--- config.mk ---
export PLATFORM = sky130hd
export DESIGN_NAME = intr_ctrl
export DESIGN_NICKNAME = d
export VERILOG_FILES = /design/src/rtl/intr_ctrl_pkg.sv /design/src/rtl/irq_sync.sv /design/src/rtl/intr_ctrl.sv
export SDC_FILE = /design/constraint.sdc
export NUM_CORES = 1
export LEC_CHECK = 0
export CORE_AREA = 3 3 49 85
export CTS_CLUSTER_SIZE = 20
export DETAILED_ROUTE_END_ITERATION = 16
export DIE_AREA = 0 0 52 88
export PLACE_DENSITY = 0.76
export SYNTH_ARGS = -nofsm -noshare
export SYNTH_HDL_FRONTEND = slang
export SYNTH_SLANG_ARGS = --single-unit
--- constraint.sdc ---
create_clock -name clk -period 1.6 [get_ports clk]
set_input_delay 0.4 -clock clk [delete_from_list [all_inputs] [get_ports clk]]
set_output_delay 0.4 -clock clk [all_outputs]
set_load 0.01 [all_outputs]
--- src/rtl/intr_ctrl_pkg.sv ---
// Shared definitions for the external interrupt controller: default sizing,
// FSM state encodings and the CP0 register index that maps onto the enable register.
package intr_ctrl_pkg;

    localparam int IC_N_IRQ = 8;
    localparam int IC_ID_W  = 3;

    // CP0 register number decoded by the EXE-stage store path to drive ien_we.
    localparam logic [4:0] IC_CP0_IEN_REG = 5'd20;

    typedef enum logic [1:0] {
        IC_IDLE    = 2'd0,
        IC_REQ     = 2'd1,
        IC_SERVICE = 2'd2
    } ic_state_t;

endpackage

--- src/rtl/irq_sync.sv ---
// Vectorised two-flop synchroniser for asynchronous device lines, followed by a
// history flop so each low-to-high transition yields a single-cycle edge pulse.
module irq_sync
    import intr_ctrl_pkg::*;
#(
    parameter int N = IC_N_IRQ
) (
    input  logic         clk,
    input  logic         rst,
    input  logic [N-1:0] async_in,
    output logic [N-1:0] edge_out
);

    logic [N-1:0] s0;
    logic [N-1:0] s1;
    logic [N-1:0] prev;

    always_ff @(posedge clk) begin
        if (rst) begin
            s0   <= '0;
            s1   <= '0;
            prev <= '0;
        end else begin
            s0   <= async_in;
            s1   <= s0;
            prev <= s1;
        end
    end

    // A level held high produces exactly one pulse.
    assign edge_out = s1 & ~prev;

endmodule

--- src/rtl/intr_ctrl.sv ---
// External interrupt controller: latches synchronised rising edges as pending,
// masks them with a software enable register and dispatches one at a time to CP0.
module intr_ctrl
    import intr_ctrl_pkg::*;
#(
    parameter int N_IRQ = IC_N_IRQ,
    parameter int ID_W  = IC_ID_W
) (
    input  logic             clk,
    input  logic             rst,
    input  logic [N_IRQ-1:0] irq_in,
    input  logic             ien_we,
    input  logic [N_IRQ-1:0] ien_wdata,
    output logic [N_IRQ-1:0] ien_q,
    output logic [N_IRQ-1:0] pend_q,
    output logic             ir_req,
    output logic [ID_W-1:0]  ir_id,
    output logic             ir_busy,
    input  logic             eoi,
    output logic [1:0]       state_dbg
);

    // Handshake: ir_req pulses for exactly one cycle when a line is dispatched;
    // ir_busy and ir_id then hold until eoi is sampled high in SERVICE. eoi seen
    // in any other state is dropped and never remembered.

    ic_state_t        state;
    ic_state_t        state_nxt;
    logic [N_IRQ-1:0] edge_det;
    logic [N_IRQ-1:0] pend;
    logic [N_IRQ-1:0] ien;
    logic [N_IRQ-1:0] eligible;
    logic [N_IRQ-1:0] clr;
    logic [ID_W-1:0]  win_idx;
    logic             win_any;
    logic             id_load;
    logic             ir_req_nxt;
    logic             ir_busy_nxt;

    irq_sync #(.N(N_IRQ)) u_irq_sync (
        .clk      (clk),
        .rst      (rst),
        .async_in (irq_in),
        .edge_out (edge_det)
    );

    assign eligible = pend & ien;

    // Descending scan so the lowest eligible index is the last one written.
    always_comb begin
        win_idx = '0;
        win_any = |eligible;
        for (int i = N_IRQ - 1; i >= 0; i--) begin
            if (eligible[i]) begin
                win_idx = ID_W'(i);
            end
        end
    end

    always_comb begin
        state_nxt = state;
        id_load   = 1'b0;
        clr       = '0;
        case (state)
            IC_IDLE: begin
                if (win_any) begin
                    state_nxt = IC_REQ;
                    id_load   = 1'b1;
                    clr       = N_IRQ'(1) << win_idx;
                end
            end
            IC_REQ: begin
                state_nxt = IC_SERVICE;
            end
            IC_SERVICE: begin
                if (eoi) begin
                    state_nxt = IC_IDLE;
                end
            end
            default: begin
                state_nxt = IC_IDLE;
            end
        endcase
        ir_req_nxt  = (state_nxt == IC_REQ);
        ir_busy_nxt = (state_nxt != IC_IDLE);
    end

    always_ff @(posedge clk) begin
        if (rst) begin
            state   <= IC_IDLE;
            ir_req  <= 1'b0;
            ir_busy <= 1'b0;
            ir_id   <= '0;
            pend    <= '0;
            ien     <= '0;
        end else begin
            state   <= state_nxt;
            ir_req  <= ir_req_nxt;
            ir_busy <= ir_busy_nxt;
            if (id_load) begin
                ir_id <= win_idx;
            end
            // A fresh edge on the line being cleared keeps it pending.
            pend <= (pend & ~clr) | edge_det;
            if (ien_we) begin
                ien <= ien_wdata;
            end
        end
    end

    assign pend_q    = pend;
    assign ien_q     = ien;
    assign state_dbg = state;

endmodule

==> metrics.md <==
| Metric | Value |
|---|---|
| Min-delay src | u_irq_sync.s0[2]$_SDFF_PP0_ |
| Final setup vio count | 0 |
| Overall power | approximately 2.3 mW |
| Slew Limit Headroom | 75.4% |
| Core box area | 0.00359 sq mm |
| First-pass GRT wire length | about 5700 um |
| WL/cell | ~13 um |
| Critical path's slowest cell | clkdlybuf4s50_1 |
| Iter 0 DRT Violations | 21 |
| WP data required | between 1000 and 1500 ps |
| Die Wd | 52 um |
| Clk_skew | ~7.6 ps |
| Drt pass-1 iters | 4 |
| PwrDens | 997 mW/mm^2 |
| Peak VDD IR | slightly below 0.8 mV |
| CP delay by family, top | buffers and inverters |
| Leak | between 1 and 1.5 nW |
| DRC viols | 0 |
| GR Overflow Total | 0 |
| Syn avg cell area | between 10 and 15 sq um |
| Total length of routed wires | around 3400 um |
| Worst-path fanout max | 1 |
| Global placer's final weighted congestion | about 0.95 |
| Reg-to-reg endpoint | ir_id[0]$_SDFFE_PP0P_ |
| # diodes | 0 |
| Pre-CTS setup slack | around 21 ps |
| Post-DR vias/cell | between 5 and 6 |
| Setup Buffers After CTS | 0 |
| H-tree depth | 2 |
| R2R cell count | 4 |
| Highest clock rate | about 0.64 GHz |
| CTS max path bufs | 2 |
| Placed Instance Area | 0.00217 sq mm |
| Startpoint types | flop |
| Top-count cell post-synth | dfxtp_1 |
| Vias in the first global route | 1301 |
| Final Hold Slack | 438 ps |
| Number of max-cap violations | 0 |
| Crit. End Element | primary output |
| Sequential-to-total area share from yosys stat | between 50% and 60% |
| Ys flop type | dfxtp_1 |
| Cts hold-fix bufs | 0 |
| CTS root buf | clkbuf_8 |
| Clock Latency Late Sink | around 300 ps |
| Sink Count | 47 |
| Setup TNS | 0 ps |
| Data arrival, critical path | 1160 ps |
| Num ports | 43 |
| Initial Utilization | 46.2% |
| Flops & latches, synth | 47 |
| I/O Buffers | 42 |
| Largest net degree at the start of global routing | 34 |
| Synth unique cells | 30 |
| Asr flop ratio synth | 0% |
| Setup slack, reg-to-reg | about 160 ps |
| Synth top area cells | dfxtp_1, nor2b_1, mux2i_1, nor2_1, nand2_1 |
| Worst Max-Slew Pin Slew | roughly 360 ps |
| Die height | 88 um |
| Post-synthesis cell area | ~0.0017 sq mm |
| Non-Filler Instances | between 200 and 300 |
| Area share of the largest cell type after synthesis | between 50% and 60% |
| Total die area | between 0.004 and 0.005 sq mm |
| Final hold violation count | 0 |
| Setup WS post-layout | around 37 ps |
| Kind of critical path | reg2out |
| CP max stage delay | 530 ps |
| Share of layout cells above drive strength 1 | 17.6% |
| Post-Syn Nets | 185 |
| Hold path cells | 1 |
| DP Cell Count | ~250 |
| CTS tree | yes |
| Row count | 29 |
| CP Buf/Inv Count | 1 |
| Most frequent cells after synthesis | dfxtp_1, nor2b_1, nor2_1 |
| Final Max Slew Viols | 0 |
| CTS buffer count | 5 |
| Period utilisation layout | 97.7% |
| Post-route cell area | around 0.0023 sq mm |
| Synth area leader | dfxtp_1 |
| Yosys Warn Count | 0 |
| Post-DRT Antenna Nets | 0 |
| Nets | between 200 and 250 |
| Initial antenna violation count | 0 |
| Clock-pin slew of the registers on the worst-case setup and hold paths | roughly 80 ps |
| Worst Hold Class | reg2reg |
| Hold endpoint | u_irq_sync.s1[2]$_SDFF_PP0_ |
| Number of synthesized flops with an enable pin | 0 |
| Min Clock Period, post-route | roughly 1600 ps |
| Gate count of the mapped netlist | 165 |
| Overall Global Routing Usage | ~17% |
| CP Cell Sequence | clkdlybuf4s50_1 |
| DPL Wire Length | between 2000 and 3000 um |
| Vias | around 1300 |
| Core Util, Final | 63.9% |
| Area Growth Syn to Fin | 38.5% |
| Run status | finished clean |
| RR Startpoint | pend_q[7]$_SDFF_PP0_ |
| CTS resizes | 37 |
==> layout make-up <==
cell class,instances,area [sq um]
well taps,46,57.6
fillers,305,1300
flip-flops and latches,47,967
inverters,3,11.3
repair buffers,48,463
clock buffers,7,96.3
clock inverters,1,7.51
multi-input cells,110,693
==> where the power goes <==
group,switching (mW),internal [mW],leakage (nW),total (mW)
Sequential,0.0452,1.23,0.393,1.27
Combinational,0.105,0.147,0.617,0.251
Clock,0.371,0.393,0.0505,0.764
==> flip-flops by register name, summed over array words and instances (netlist names) <==
signal	flops
ien_q	8
ir_id	3
state_dbg	2
u_irq_sync.s0	8
ir_busy	1
u_irq_sync.s1	8
ir_req	1
pend_q	8
u_irq_sync.prev	8
==> cell families (layout without fill, tap and decap cells) <==
| logic type | Yosys count | after routing | share of synthesized area, % |
|---|---|---|---|
| flops | 47 | 47 | 56.8 |
| simple gates | 70 | 70 | 22.9 |
| buf+inv | 8 | 59 | 1.81 |
| mux | 9 | 9 | 5.43 |
| compound gates | 31 | 31 | 13.1 |
==> routing by layer <==
| layer | wire (um) | up-vias | share of wire (%) | global-route usage [%] |
|---|---|---|---|---|
| met5 | 0 | - | 0 | 0 |
| met4 | 125 | 0 | 3.7 | 10.0 |
| met3 | 214 | 10 | 6.3 | 5.28 |
| met2 | 1800 | 47 | 53 | 29.2 |
| met1 | 1280 | 599 | 37 | 17.5 |
| li1 | - | 659 | - | - |
==> how the worst max path moves through the flow <==
stage	slack (ps)	from	cells after the start	to
2_1_floorplan	190	pend_q[0]$_SDFF_PP0_	4	pend_q[6]$_SDFF_PP0_
3_3_place_gp	80	rst	3	ir_id[0]$_SDFFE_PP0P_
3_5_place_dp	20	state_dbg[1]$_SDFF_PP0_	4	pend_q[7]$_SDFF_PP0_
4_1_cts	10	ir_id[1]$_SDFFE_PP0P_	1	ir_id[1]
5_1_grt	-30	ir_busy$_SDFF_PP0_	1	ir_busy
6_report	40	ir_busy$_SDFF_PP0_	1	ir_busy
==> cell usage in the layout, fill, tap and decap left out, types with 2 or more instances in the layout <==
cell type	netlist	final
a22oi_1	2	2
buf_4	0	5
nand3_1	2	2
nor2b_1	31	31
a22o_1	2	2
o21ai_0	6	6
inv_1	3	3
clkdlybuf4s50_1	0	21
nand2_1	13	13
dlygate4sd2_1	0	18
dlymetal6s2s_1	0	3
nand2b_1	2	2
clkbuf_8	0	7
mux2i_1	9	9
dfxtp_1	47	30
dfxtp_2	0	15
nor2_1	15	15
dfxtp_4	0	2
a21oi_1	9	9
a211oi_1	3	3
(Power assumes the default switching activity.)
